`config.mk`:
```
export PLATFORM = sky130hd
export DESIGN_NAME = multi_carrier_generator
export DESIGN_NICKNAME = d
export VERILOG_FILES = /design/src/rtl/mcg_pkg.sv /design/src/rtl/mcg_tri_fold.sv /design/src/rtl/multi_carrier_generator.sv
export SDC_FILE = /design/constraint.sdc
export NUM_CORES = 1
export LEC_CHECK = 0
export ABC_AREA = 1
export CAP_MARGIN = 20
export CORE_ASPECT_RATIO = 1.5
export CORE_MARGIN = 8
export CORE_UTILIZATION = 45
export DETAILED_ROUTE_END_ITERATION = 10
export GPL_ROUTABILITY_DRIVEN = 1
export MAX_ROUTING_LAYER = met4
export PLACE_DENSITY = 0.7
export SKIP_CTS_REPAIR_TIMING = 1
export SLEW_MARGIN = 5
export SYNTH_ARGS = -nofsm -noshare
export SYNTH_HDL_FRONTEND = slang
export SYNTH_SLANG_ARGS = --single-unit
```
`constraint.sdc`:
```
create_clock -name clk -period 7.62 [get_ports clk]
set_clock_uncertainty 0.15 [all_clocks]
set_input_delay 1.143 -clock clk [delete_from_list [all_inputs] [get_ports clk]]
set_output_delay 1.143 -clock clk [all_outputs]
set_load 0.01 [all_outputs]
```
`src/rtl/mcg_pkg.sv`:
```
// Shared types, default widths and the saturating helper for multi_carrier_generator.
// DEF_* and LOG2_NC/INT_W describe the default build; the top derives its own widths the same way.
package mcg_pkg;

  typedef enum logic {
    MODE_LS = 1'b0,
    MODE_PS = 1'b1
  } mode_e;

  localparam int DEF_NUM_CARRIERS  = 4;
  localparam int DEF_CARRIER_WIDTH = 16;
  localparam int DEF_COUNTER_WIDTH = 16;

  localparam int LOG2_NC = $clog2(DEF_NUM_CARRIERS);
  localparam int INT_W   = DEF_CARRIER_WIDTH + LOG2_NC + 1;

  // Clamp a signed value to the signed range of a w-bit word (w is a constant at every call site).
  function automatic logic signed [63:0] saturate(input logic signed [63:0] v, input int w);
    logic signed [63:0] hi;
    logic signed [63:0] lo;
    hi = (64'sd1 <<< (w - 1)) - 64'sd1;
    lo = -hi - 64'sd1;
    if (v > hi)      return hi;
    else if (v < lo) return lo;
    else             return v;
  endfunction

endpackage

```
`src/rtl/mcg_tri_fold.sv`:
```
// Folds a phase in [0, 2P) onto the base triangle: tri = ph for ph <= P, else 2P - ph.
module mcg_tri_fold #(
  parameter int COUNTER_WIDTH = 16
) (
  input  logic [COUNTER_WIDTH:0]   i_phase,
  input  logic [COUNTER_WIDTH-1:0] i_period,
  output logic [COUNTER_WIDTH-1:0] o_tri
);

  logic [COUNTER_WIDTH:0] w_p_ext;

  assign w_p_ext = {1'b0, i_period};
  assign o_tri   = (i_phase <= w_p_ext) ? COUNTER_WIDTH'(i_phase)
                                        : COUNTER_WIDTH'((w_p_ext << 1) - i_phase);

endmodule

```
`src/rtl/multi_carrier_generator.sv`:
```
// NUM_CARRIERS triangular carriers (level- or phase-shifted) with valley-synchronous shadow registers.
// Define CARRIER_ADC_TRIG_EN to add the trig_point input and the adc_trig pulse output.
module multi_carrier_generator
  import mcg_pkg::*;
#(
  parameter int NUM_CARRIERS  = DEF_NUM_CARRIERS,
  parameter int CARRIER_WIDTH = DEF_CARRIER_WIDTH,
  parameter int COUNTER_WIDTH = DEF_COUNTER_WIDTH
) (
  input  logic                                  clk,
  input  logic                                  rst_n,
  input  logic                                  enable,
  input  logic                                  mode,
  input  logic [COUNTER_WIDTH-1:0]              freq_div,
  input  logic [COUNTER_WIDTH-1:0]              period,
`ifdef CARRIER_ADC_TRIG_EN
  input  logic [COUNTER_WIDTH-1:0]              trig_point,
  output logic                                  adc_trig,
`endif
  output logic [NUM_CARRIERS*CARRIER_WIDTH-1:0] carriers,
  output logic                                  sync_valley,
  output logic                                  sync_peak,
  output logic                                  shadow_loaded
);

  localparam int LOG2_N = $clog2(NUM_CARRIERS);
  localparam int CALC_W = CARRIER_WIDTH + LOG2_N + 1;
  localparam int PH_W   = COUNTER_WIDTH + 1;

  logic [COUNTER_WIDTH-1:0] r_div_cnt;
  logic [COUNTER_WIDTH-1:0] r_fd_sh;
  logic [COUNTER_WIDTH-1:0] r_per_sh;
  mode_e                    r_mode_sh;
  logic [PH_W-1:0]          r_step_sh;
  logic [PH_W-1:0]          r_phase;
  logic                     r_adv;
  logic [NUM_CARRIERS*CARRIER_WIDTH-1:0] r_carriers;
  logic                     r_valley;
  logic                     r_peak;
  logic                     r_loaded;

  logic [COUNTER_WIDTH-1:0] w_p_eff;
  logic [COUNTER_WIDTH-1:0] w_in_p_eff;
  logic [PH_W-1:0]          w_two_p;
  logic [PH_W-1:0]          w_in_step;
  logic [PH_W-1:0]          w_ph_now;
  logic                     w_tick;
  logic                     w_wrap;
  logic                     w_load;
  logic signed [CALC_W-1:0] w_p_s;
  logic signed [CALC_W-1:0] w_tri0_s;
  logic [COUNTER_WIDTH-1:0] w_tri [NUM_CARRIERS];
  logic [NUM_CARRIERS*CARRIER_WIDTH-1:0] w_car_bus;

  // A programmed period of 0 behaves as 1 so the triangle never degenerates.
  assign w_p_eff    = (r_per_sh == '0) ? COUNTER_WIDTH'(1) : r_per_sh;
  assign w_in_p_eff = (period == '0) ? COUNTER_WIDTH'(1) : period;
  assign w_two_p    = {w_p_eff, 1'b0};
  assign w_in_step  = {w_in_p_eff, 1'b0} >> LOG2_N;
  assign w_ph_now   = enable ? r_phase : '0;
  assign w_tick     = (r_div_cnt == r_fd_sh);
  assign w_wrap     = w_tick && (r_phase == w_two_p - PH_W'(1));
  assign w_load     = !enable || w_wrap;
  assign w_p_s      = signed'(CALC_W'(w_p_eff));
  assign w_tri0_s   = signed'(CALC_W'(w_tri[0]));

  for (genvar k = 0; k < NUM_CARRIERS; k++) begin : g_car
    logic [PH_W:0]            w_sum;
    logic [PH_W-1:0]          w_ph_k;
    logic signed [CALC_W-1:0] w_ls;
    logic signed [CALC_W-1:0] w_ps;
    logic signed [CALC_W-1:0] w_val;

    // ph + k*STEP stays below 4P, so one conditional subtract completes the modulo.
    assign w_sum  = (PH_W+1)'(w_ph_now) + (PH_W+1)'(k) * (PH_W+1)'(r_step_sh);
    assign w_ph_k = (w_sum >= (PH_W+1)'(w_two_p)) ? PH_W'(w_sum - (PH_W+1)'(w_two_p))
                                                  : PH_W'(w_sum);

    mcg_tri_fold #(.COUNTER_WIDTH(COUNTER_WIDTH)) u_fold (
      .i_phase  (w_ph_k),
      .i_period (w_p_eff),
      .o_tri    (w_tri[k])
    );

    assign w_ls  = w_tri0_s + CALC_W'(k) * w_p_s - CALC_W'(NUM_CARRIERS / 2) * w_p_s;
    assign w_ps  = signed'(CALC_W'(w_tri[k])) - (w_p_s >>> 1);
    assign w_val = (r_mode_sh == MODE_PS) ? w_ps : w_ls;
    assign w_car_bus[k*CARRIER_WIDTH +: CARRIER_WIDTH] =
      CARRIER_WIDTH'(saturate(64'(w_val), CARRIER_WIDTH));
  end

  // NOTE: every register here is updated with <= so all of them see pre-edge values of each other.
  always_ff @(posedge clk or negedge rst_n) begin
    if (!rst_n) begin
      r_div_cnt  <= '0;
      r_fd_sh    <= '0;
      r_per_sh   <= '0;
      r_mode_sh  <= MODE_LS;
      r_step_sh  <= '0;
      r_phase    <= '0;
      r_adv      <= 1'b0;
      r_carriers <= '0;
      r_valley   <= 1'b0;
      r_peak     <= 1'b0;
      r_loaded   <= 1'b0;
    end else begin
      r_carriers <= w_car_bus;
      if (w_load) begin
        r_fd_sh   <= freq_div;
        r_per_sh  <= period;
        r_mode_sh <= mode_e'(mode);
        r_step_sh <= w_in_step;
      end
      if (!enable) begin
        r_div_cnt <= '0;
        r_phase   <= '0;
        r_adv     <= 1'b0;
        r_valley  <= 1'b0;
        r_peak    <= 1'b0;
        r_loaded  <= 1'b0;
      end else begin
        // r_adv marks a fresh phase value, so pulses stay one clock wide at any divider.
        r_valley <= r_adv && (r_phase == '0);
        r_peak   <= r_adv && (r_phase == {1'b0, w_p_eff});
        r_adv    <= w_tick;
        r_loaded <= w_wrap;
        if (w_tick) begin
          r_div_cnt <= '0;
          r_phase   <= w_wrap ? '0 : r_phase + PH_W'(1);
        end else begin
          r_div_cnt <= r_div_cnt + COUNTER_WIDTH'(1);
        end
      end
    end
  end

`ifdef CARRIER_ADC_TRIG_EN
  logic [COUNTER_WIDTH-1:0] r_trig_sh;
  logic                     r_adc_trig;

  always_ff @(posedge clk or negedge rst_n) begin
    if (!rst_n) begin
      r_trig_sh  <= '0;
      r_adc_trig <= 1'b0;
    end else begin
      if (w_load) r_trig_sh <= trig_point;
      r_adc_trig <= enable && r_adv && (r_phase == {1'b0, r_trig_sh});
    end
  end

  assign adc_trig = r_adc_trig;
`else
  // Base build: no trigger comparator.
`endif

  assign carriers      = r_carriers;
  assign sync_valley   = r_valley;
  assign sync_peak     = r_peak;
  assign shadow_loaded = r_loaded;

endmodule

```
Yosys cells after proc, flatten, opt, wreduce, memory -nomap -nowiden
Cells that the tools add are included.
{"block": "op_classes", "add_sub_neg": 25, "n_reduce_logical": 8, "magnitude_cmp": 16, "n_mul": 2, "n_mux": 32, "n_eq_ne": 4}
{"operator": "16-bit two-way mux", "n": 16}
{"operator": "17-bit two-way mux", "n": 8}
{"operator": "19-bit by 16-bit > comparator with 1-bit output, second input constant", "n": 4}
{"operator": "19-bit by 16-bit less-than comparator with 1-bit output, second input constant", "n": 4}
{"operator": "19-bit two-way mux", "n": 4}
{"operator": "17-bit by 16-bit <= comparator with 1-bit output", "n": 4}
{"operator": "16-bit by 15-bit subtractor with 17-bit output", "n": 4}
{"operator": "17-bit subtractor", "n": 4}
{"operator": "16-bit subtractor", "n": 4}
{"operator": "18-bit by 17-bit greater-or-equal comparator with 1-bit output", "n": 3}
{"operator": "16-bit logical NOT", "n": 2}
{"operator": "16-bit by 18-bit adder with 19-bit output", "n": 1}
{"operator": "18-bit by 17-bit subtractor with 19-bit output", "n": 1}
{"operator": "19-bit by 18-bit subtractor with 19-bit output", "n": 1}
{"operator": "16-bit by 17-bit adder with 18-bit output", "n": 1}
{"operator": "17-bit by 15-bit adder with 18-bit output", "n": 1}
{"operator": "17-bit by 16-bit adder with 18-bit output", "n": 1}
{"operator": "17-bit by 17-bit adder with 18-bit output", "n": 1}
{"operator": "2-bit by 16-bit multiplier with 18-bit output, first input constant", "n": 1}
{"operator": "16-bit by 17-bit subtractor with 18-bit output", "n": 1}
{"operator": "17-bit by 17-bit subtractor with 18-bit output", "n": 1}
{"operator": "16-bit by 16-bit adder with 17-bit output", "n": 1}
{"operator": "17-bit by 1-bit adder with 17-bit output, second input constant", "n": 1}
{"operator": "17-bit by 16-bit == test with 1-bit output", "n": 1}
{"operator": "12 further kinds", "n": 17}
{"block": "word_totals", "word_cells": 98, "inputBits": 36, "ff_bits": 149, "output_inout_bits": 67}

Logic depth before layout (Yosys ltp)
Gate-level depths: netlist of run 1.
{"block": "depth", "depth_word": 12, "depth_mapped": 66, "mapped_depth_nobuf": 63}

By module
A second synthesis of run 1 with hierarchy kept.
{"block": "hier_totals", "cells_unflattened": 4691, "area_unflattened_um2": 28757.6}
{"module": "multi_carrier_generator", "area_each_um2": 21448.1, "seq_area_each_um2": 3728.6, "n_inst": 1, "cells_each": 3338}
{"module": "mcg_tri_fold at g_car[1].u_fold ...", "area_each_um2": 1820.5, "seq_area_each_um2": 0.0, "n_inst": 3, "cells_each": 338}
{"module": "mcg_tri_fold at g_car[0].u_fold", "area_each_um2": 1848.0, "seq_area_each_um2": 0.0, "n_inst": 1, "cells_each": 339}

Worst setup path after synthesis of run 1
No wires, ideal clock.
{"block": "synth_path", "path_type": "input-to-reg", "from": "input enable", "to": "register r_carriers[55], in the netlist carriers[55]", "slack_ps": -1105, "t_required_ps": 7406, "path_stages": 62, "n_path_buf": 5, "setup_ps": 64, "t_arrival_ps": 8511, "cell_sequence": "buf_4 clkbuf_1 nand2_1 inv_1 fa_1 ha_1 inv_1 nor3_1 nand2_1 o211ai_1 nand3_1 o21bai_1 xor2_1 ha_1 nand2_1 inv_1 nand2_1 nand2_1 [26 not listed] o21ai_0 ha_1 a21oi_1 nand2_1 nand2_1 nand2_1 a21oi_1 o21ai_0 a21o_1 a21oi_1 nand3b_1 nand3_1 nand2_2 nand2_2 nand2_4 buf_8 nand2_2 nand2_2"}
{"block": "synth_between", "elab_chain_cells": 11, "elab_cells_between_ends": 22, "classes_between": "add/sub (8); order compare (6); mux (8)"}
{"element": "start, declared", "line_no": "multi_carrier_generator.sv:12", "source": "input logic enable,"}
{"element": "17-bit two-way mux *", "line_no": "multi_carrier_generator.sv:60", "source": "assign w_ph_now = enable ? r_phase : '0;"}
{"element": "17-bit subtractor, or another cell as far along", "line_no": "multi_carrier_generator.sv:76", "source": "assign w_ph_k = (w_sum >= (PH_W+1)'(w_two_p)) ? PH_W'(w_sum - (PH_W+1)'(w_two_p))"}
{"element": "17-bit two-way mux, or another cell as far along", "line_no": "multi_carrier_generator.sv:76"}
{"element": "16-bit subtractor, or another cell as far along", "line_no": "mcg_tri_fold.sv:14", "source": ": COUNTER_WIDTH'((w_p_ext << 1) - i_phase);"}
{"element": "16-bit two-way mux, or another cell as far along", "line_no": "mcg_tri_fold.sv:13", "source": "assign o_tri = (i_phase <= w_p_ext) ? COUNTER_WIDTH'(i_phase)"}
{"element": "16-bit by 18-bit adder with 19-bit output or 16-bit two-way mux (tied branches)", "line_no": "multi_carrier_generator.sv:85, mcg_tri_fold.sv:13"}
{"element": "19-bit by 18-bit subtractor with 19-bit output or 16-bit by 15-bit subtractor with 17-bit output (tied branches)", "line_no": "multi_carrier_generator.sv:85, multi_carrier_generator.sv:86"}
{"element": "19-bit two-way mux *", "line_no": "multi_carrier_generator.sv:87", "source": "assign w_val = (r_mode_sh == MODE_PS) ? w_ps : w_ls;"}
{"element": "19-bit by 16-bit less-than comparator with 1-bit output", "line_no": "mcg_pkg.sv:24", "source": "else if (v < lo) return lo;"}
{"element": "16-bit two-way mux", "line_no": "mcg_pkg.sv:24"}
{"element": "16-bit two-way mux *", "line_no": "mcg_pkg.sv:23", "source": "if (v > hi) return hi;"}
{"element": "via w_car_bus[55]", "line_no": "multi_carrier_generator.sv:53", "source": "logic [NUM_CARRIERS*CARRIER_WIDTH-1:0] w_car_bus;"}
{"element": "end signal, assigned", "line_no": "multi_carrier_generator.sv:107", "source": "r_carriers <= w_car_bus;"}
{"element": "end, declared", "line_no": "multi_carrier_generator.sv:37", "source": "logic [NUM_CARRIERS*CARRIER_WIDTH-1:0] r_carriers;"}
Mark *: on every way through the listed nets, which the timed path passes. The rest lies on a longest branch.
A chain may end at the register's enable or synchronous reset.

Worst setup path after layout of run 1
{"block": "layout_path", "from": "input enable", "to": "register r_carriers[58], in the netlist carriers[58]"}
Same word-level chain as after synthesis.

==> results of run 1 <==
-- cells in the mapped netlist (53+ instances only) --
master	instances
a21oi_1	320
dfrtp_1	149
fa_1	61
ha_1	392
inv_1	486
nand2_1	930
nand2_2	53
nand3_1	178
nor2_1	252
nor3_1	62
o21ai_0	307
xnor2_1	65
xor2_1	143
-- final timing paths --
check | slack [ns] | endpoint | cells past startpoint
min | 0.37 | r_div_cnt[5]$_DFF_PN0_ | 1
max in group asynchronous | 5.34 | carriers[43]$_DFF_PN0_ | 2
min reg2reg | 0.37 | r_div_cnt[5]$_DFF_PN0_ | 1
max reg2reg | -0.39 | carriers[58]$_DFF_PN0_ | 48
min in group asynchronous | 0.58 | r_fd_sh[14]$_DFFE_PN0P_ | 1
max | -0.64 | carriers[58]$_DFF_PN0_ | 51
-- worst register-to-register path: cells and delay by family, from the launching register on --
family	cells	cell delay [ns]
flops	1	0.53
simple gates	24	2.28
mux	1	0.30
fa+ha+maj	5	1.84
xor+xnor	1	0.20
compound gates	10	1.70
buf+inv	7	0.93
-- cell families (layout without fill, tap and decap cells) --
logic type / after synthesis / count (layout) / synth area share (%)
multiplexers: 5 / 5 / 0.2471
adder cells (fa/ha/maj): 453 / 453 / 23.72
other: 0 / 2 / 0
buffers and inverters: 574 / 1799 / 8.881
AO/OA/AOI/OAI: 812 / 812 / 17.70
AND/OR/NAND/NOR: 1633 / 1641 / 27.90
flip-flops: 149 / 149 / 14.44
XOR/XNOR: 209 / 209 / 7.117
-- stage by stage --
stage | instances | worst slack (ns) | area (um^2) | util [%]
after floorplan | 3835 | -0.4448 | 26090 | -
after global placement | 5719 | -1.296 | 35920 | 63.28
after detailed placement | 5719 | -1.357 | 35920 | 63.28
after CTS | 5751 | -0.9601 | 36570 | 64.42
after global routing | 5832 | -1.016 | 39100 | 68.89
final | 5833 | -0.6372 | 39110 | 68.89
-- final cells by class --
type	instances	area [um^2]	share of cell area, %
diodes	2	5.005	0.01280
clock buffers	18	439.2	1.123
clock inverters	14	210.2	0.5375
inverters	504	1934	4.947
multi-input cells	3120	21780	55.70
flip-flops and latches	149	3730	9.538
well taps	763	954.7	2.441
repair buffers	1262	10040	25.67
repair inverters	1	11.26	0.02880
-- cell usage in the layout, fill, tap and decap left out, types with 47 or more instances in the layout --
master | synthesis | final
buf_4 | 2 | 1126
nand2_1 | 930 | 867
inv_1 | 486 | 454
ha_1 | 392 | 349
a21oi_1 | 320 | 271
nor2_1 | 252 | 231
o21ai_0 | 307 | 209
nand3_1 | 178 | 161
dfrtp_1 | 149 | 148
xor2_1 | 143 | 135
clkdlybuf4s50_1 | 0 | 100
nand2_2 | 53 | 95
xnor2_1 | 65 | 63
nor3_1 | 62 | 55
o21ai_1 | 9 | 54
fa_1 | 61 | 50
a21oi_2 | 1 | 47
-- flip-flops by register name, summed over array words and instances (netlist names) --
| register | flops |
|---|---|
| shadow_loaded | 1 |
| r_fd_sh | 16 |
| r_step_sh | 15 |
| sync_valley | 1 |
| r_per_sh | 16 |
| r_phase | 17 |
| carriers | 64 |
| sync_peak | 1 |
| r_div_cnt | 16 |
| r_adv | 1 |
| r_mode_sh | 1 |
-- power breakdown --
part	total (uW)	internal, uW	switching [uW]
clock network	982	541	440
logic	9980	4800	5170
registers	1030	960	71.4
-- per-layer routing --
metal / GRT usage [%] / vias to the layer above
met5: - / -
met4: 28.71 / 0
met3: 5.303 / 620
met2: 57.58 / 1227
met1: 32.08 / 14840
li1: - / 15190
==> results.json, run 1 <==
{
  "status": "complete, but fails checks",
  "violations": "negative setup slack",
  "startpoint": "enable",
  "core.rowCount": 107,
  "syn_inst": 3835,
  "syn-num-nets": 4324,
  "io_pins": 103,
  "required_ns": 7.85,
  "core-area_um2": 56760,
  "slew_violations": 0,
  "drive_gt1_share_pct": 33.56,
  "yosys-top-cells-area": "ha_1 (19%), dfrtp_1 (14%), nand2_1 (14%)",
  "setup_viol": 48,
  "grt_setup_unrepaired": "true",
  "antenna_left": 0,
  "place.detailed.hpwl_mm": 88.08,
  "numCtsBuffers": 17,
  "synth_area_leader_cell": "ha_1",
  "synth_edf_count": 0,
  "critPathMaxStageDelay_ns": 0.46,
  "routed_wl_mm": 113.2,
  "grt_pass1_wl_mm": 163.5,
  "start_util_pct": 45.49,
  "htreeDepth": 4,
  "clk_path_buf_depth": 2,
  "firstDrtPassIters": 5,
  "ys_warn_count": 0,
  "syn_to_final_growth_pct": 51.42,
  "place_congestion": 1.068,
  "relSlewSlack_pct": 39.87,
  "via_per_inst": 5.465,
  "synthFlopType": "dfrtp_1",
  "dr.max_layer_used": "met4",
  "io_buffers": 102,
  "die_area_um2": 65470,
  "clk_pin_slew_worst_paths_ns": 0.07,
  "tightest_slew_ns": 0.9019,
  "maxCapViolations": 0,
  "drc_errors": 0,
  "drt_iter0_drc": 1963,
  "synth_cell_types": 76,
  "finalPower_uw": 11990,
  "rr_startpoint": "r_step_sh[3]$_DFFE_PN0P_",
  "p_per_area_nw_per_um2": 306.6,
  "timing.critical_path.arrival_ns": 8.48,
  "seq_area_frac_synth_pct": 14.44,
  "wl_met1_mm": 38.63,
  "period_share_pct": 108.4,
  "cts_sinks": 149,
  "grt_max_degree": 83,
  "fmax_ghz": 0.1211,
  "cpMaxStageDelayCell": "fa_1",
  "gr-total-overflow": 0,
  "crit_top_cell": "nand2_1",
  "path_buf_inv": 6,
  "track_usage_pct": 33.25,
  "antenna_found_initial": 2,
  "wl_met2_mm": 54.41,
  "die_h_um": 309.4,
  "syn_area_per_cell_um2": 6.734,
  "clockRootBuffer": "clkbuf_16",
  "path_class": "input pin to register",
  "hold_violations": 0,
  "holdWs_ns": 0.3699,
  "worstHoldStart": "r_div_cnt[5]$_DFF_PN0_",
  "p_leak_uw": 0.02097,
  "fin_setup_tns_ns": -19.84,
  "peakVddDrop_mv": 0.2786,
  "dr_wl_met3_mm": 7.237,
  "clk_latency_ns": 0.49,
  "wl_per_cell_um": 19.41,
  "ys_ff_latch": 149,
  "setup_ws_ns": -0.6372,
  "netlist_area_um2": 25820,
  "hold_class": "register to register",
  "fill_cells": 4817,
  "layout_min_cycle_time_ns": 8.257,
  "grt_pass1_vias": 31040,
  "yosys.area.top_type_share_pct": 18.99,
  "via_count": 31880,
  "worstSetupEndpointType": "register",
  "cp-start-kind": "input pin",
  "worst-path-max-fanout": 8,
  "tritoncts": "yes",
  "nNetsFinal": 5544,
  "async_flop_share_pct": 100.0,
  "path_delay_family": "simple AND/OR/NAND/NOR gates",
  "chipWidth_um": 211.6
}
Note: power is estimated with default switching activity, not from simulation.
==> inputs of run 2 (changes only) <==
CORE_MARGIN = 5   (was 8)
clock period = 7.4 ns   (was 7.62 ns; I/O delays follow)
==> run 2 against run 1 <==
  * The flow still finishes with violations (negative setup slack)
  * Final area shrank 1.7%
  * Worst hold slack lost 0.0090 ns
  * First-iteration DRC count shrank 13%
  * Utilization shrank 1.4 points
  * Critical path depth grew 5
  * Sequential cell count is the same
  * Non-clock buffer count grew 1
  * Count of clock-buffer cells in the layout grew 1
  * Worst setup slack lost 0.21 ns
  * Largest cell class unchanged
  * Largest power group unchanged
==> results.json, run 2 (synthesis gave the netlist of run 1 again) <==
{
  "clk_path_buf_depth": 2,
  "track_usage_pct": 34.37,
  "clockRootBuffer": "clkbuf_16",
  "critPathMaxStageDelay_ns": 0.52,
  "p_leak_uw": 0.02086,
  "crit_top_cell": "nand2_1",
  "grt_pass1_wl_mm": 160.6,
  "worst-path-max-fanout": 7,
  "rr_startpoint": "r_step_sh[3]$_DFFE_PN0P_",
  "setup_ws_ns": -0.8468,
  "worstHoldStart": "r_div_cnt[0]$_DFF_PN0_",
  "syn_to_final_growth_pct": 48.80,
  "core.rowCount": 107,
  "multi_input_area_um2": 21210,
  "regToRegSetupSlack_ns": -0.65,
  "final_cell_mix": "buf_4 (1,134), nand2_1 (877), inv_1 (458)",
  "largest_reg_flops": 64,
  "finalPower_uw": 11880,
  "hold_end": "r_div_cnt[0]$_DFF_PN0_",
  "required_ns": 7.62,
  "clk_latency_ns": 0.47,
  "n_antenna_cell": 0,
  "relSlewSlack_pct": 36.58,
  "min_delay_path_depth": 1,
  "p_per_area_nw_per_um2": 309.0,
  "tritoncts": "yes",
  "stdcell_count": 5831,
  "violations": "negative setup slack",
  "setup_viol": 48,
  "period_share_pct": 111.4,
  "start_util_pct": 45.39,
  "gr-total-overflow": 0,
  "grt_pass1_vias": 30320,
  "drc_errors": 0,
  "layout_min_cycle_time_ns": 8.247,
  "place_congestion": 1.068,
  "hold_class": "register to register",
  "routed_wl_mm": 110.1,
  "seq_area_um2": 3730,
  "status": "complete, but fails checks",
  "slew_violations": 0,
  "dpl.cell_count": 5742,
  "io_buffers": 102,
  "grt_setup_unrepaired": "true",
  "antenna_found_initial": 0,
  "fill_cells": 4901,
  "cpMaxStageDelayCell": "fa_1",
  "antenna_left": 0,
  "reg2reg_depth": 53,
  "maxCapViolations": 0,
  "chipWidth_um": 205.6,
  "io_pins": 103,
  "timing.critical_path.arrival_ns": 8.46,
  "via_count": 31220,
  "grt_max_degree": 101,
  "path_class": "input pin to register",
  "nNetsFinal": 5544,
  "die_area_um2": 62380,
  "drive_gt1_share_pct": 32.22,
  "place.detailed.hpwl_mm": 88.22,
  "wl_per_cell_um": 18.89,
  "via_per_inst": 5.354,
  "hold_violations": 0,
  "peakVddDrop_mv": 0.2945,
  "worstSetupEndpointType": "register",
  "tightest_slew_ns": 0.9513,
  "cp-start-kind": "input pin",
  "core-area_um2": 56900,
  "drt_iter0_drc": 1711,
  "numCtsBuffers": 17,
  "r2r_end": "carriers[58]$_DFF_PN0_",
  "firstDrtPassIters": 8,
  "clk_pin_slew_worst_paths_ns": 0.08,
  "fmax_ghz": 0.1213,
  "die_h_um": 303.4,
  "cts_sinks": 149,
  "layout_commonest_cell": "buf_4",
  "htreeDepth": 4
}
-- run 2: layout make-up --
cell class / instances / share of cell area, %
sequential: 149 / 9.706
clock inverter: 13 / 0.3484
timing repair buffer: 1263 / 26.03
tap: 763 / 2.484
multi-input combinational: 3118 / 55.19
clock buffer: 19 / 1.179
inverter: 504 / 5.011
timing repair inverter: 2 / 0.05210
-- run 2: report_power, final --
group          internal (uW)  leakage, uW  switching, uW
registers                989      0.00184           72.8
clock network            463     0.000282            433
logic                   4790       0.0187           5120
-- run 2: how the worst max path moves through the flow --
| stage | endpoint | cells past startpoint | slack [ns] | start |
|---|---|---|---|---|
| floorplan | carriers[55]$_DFF_PN0_ | 62 | -0.63 | enable |
| global placement | carriers[52]$_DFF_PN0_ | 50 | -1.48 | enable |
| detailed placement | carriers[59]$_DFF_PN0_ | 59 | -1.58 | enable |
| CTS | carriers[59]$_DFF_PN0_ | 59 | -1.08 | enable |
| global route | carriers[58]$_DFF_PN0_ | 51 | -1.27 | enable |
| finish | carriers[58]$_DFF_PN0_ | 56 | -0.85 | enable |
-- run 2: metrics by stage --
stage	cell area, um^2	setup WS [ns]	setup TNS (ns)	hold WS [ns]	util, %
2_1_floorplan	26090	-0.6317	-16.46	0.3240	-
3_3_place_gp	36120	-1.477	-77.19	0.3506	63.48
3_5_place_dp	36120	-1.579	-84.86	0.3554	63.48
4_1_cts	36710	-1.081	-54.93	0.3633	64.51
5_1_grt	38430	-1.273	-56.99	0.3954	67.54
6_report	38430	-0.8468	-29.22	0.3609	67.54
-- run 2: routing by layer --
| layer | part of all wire, % | vias to the layer above | track usage, % |
|---|---|---|---|
| met4 | 12 | 0 | 29.43 |
| met3 | 5.0 | 572 | 4.275 |
| li1 | - | 15200 | - |
| met5 | 0 | - | - |
| met1 | 34 | 14370 | 33.46 |
| met2 | 49 | 1083 | 60.11 |
-- run 2: worst max-delay path, delay by kind of cell --
| kind | cells | cell delay (ns) |
|---|---|---|
| AO/OA/AOI/OAI | 9 | 1.21 |
| XOR/XNOR | 1 | 0.20 |
| adder cells (fa/ha/maj) | 5 | 1.80 |
| buffers and inverters | 9 | 0.96 |
| multiplexers | 1 | 0.17 |
| AND/OR/NAND/NOR | 31 | 2.98 |
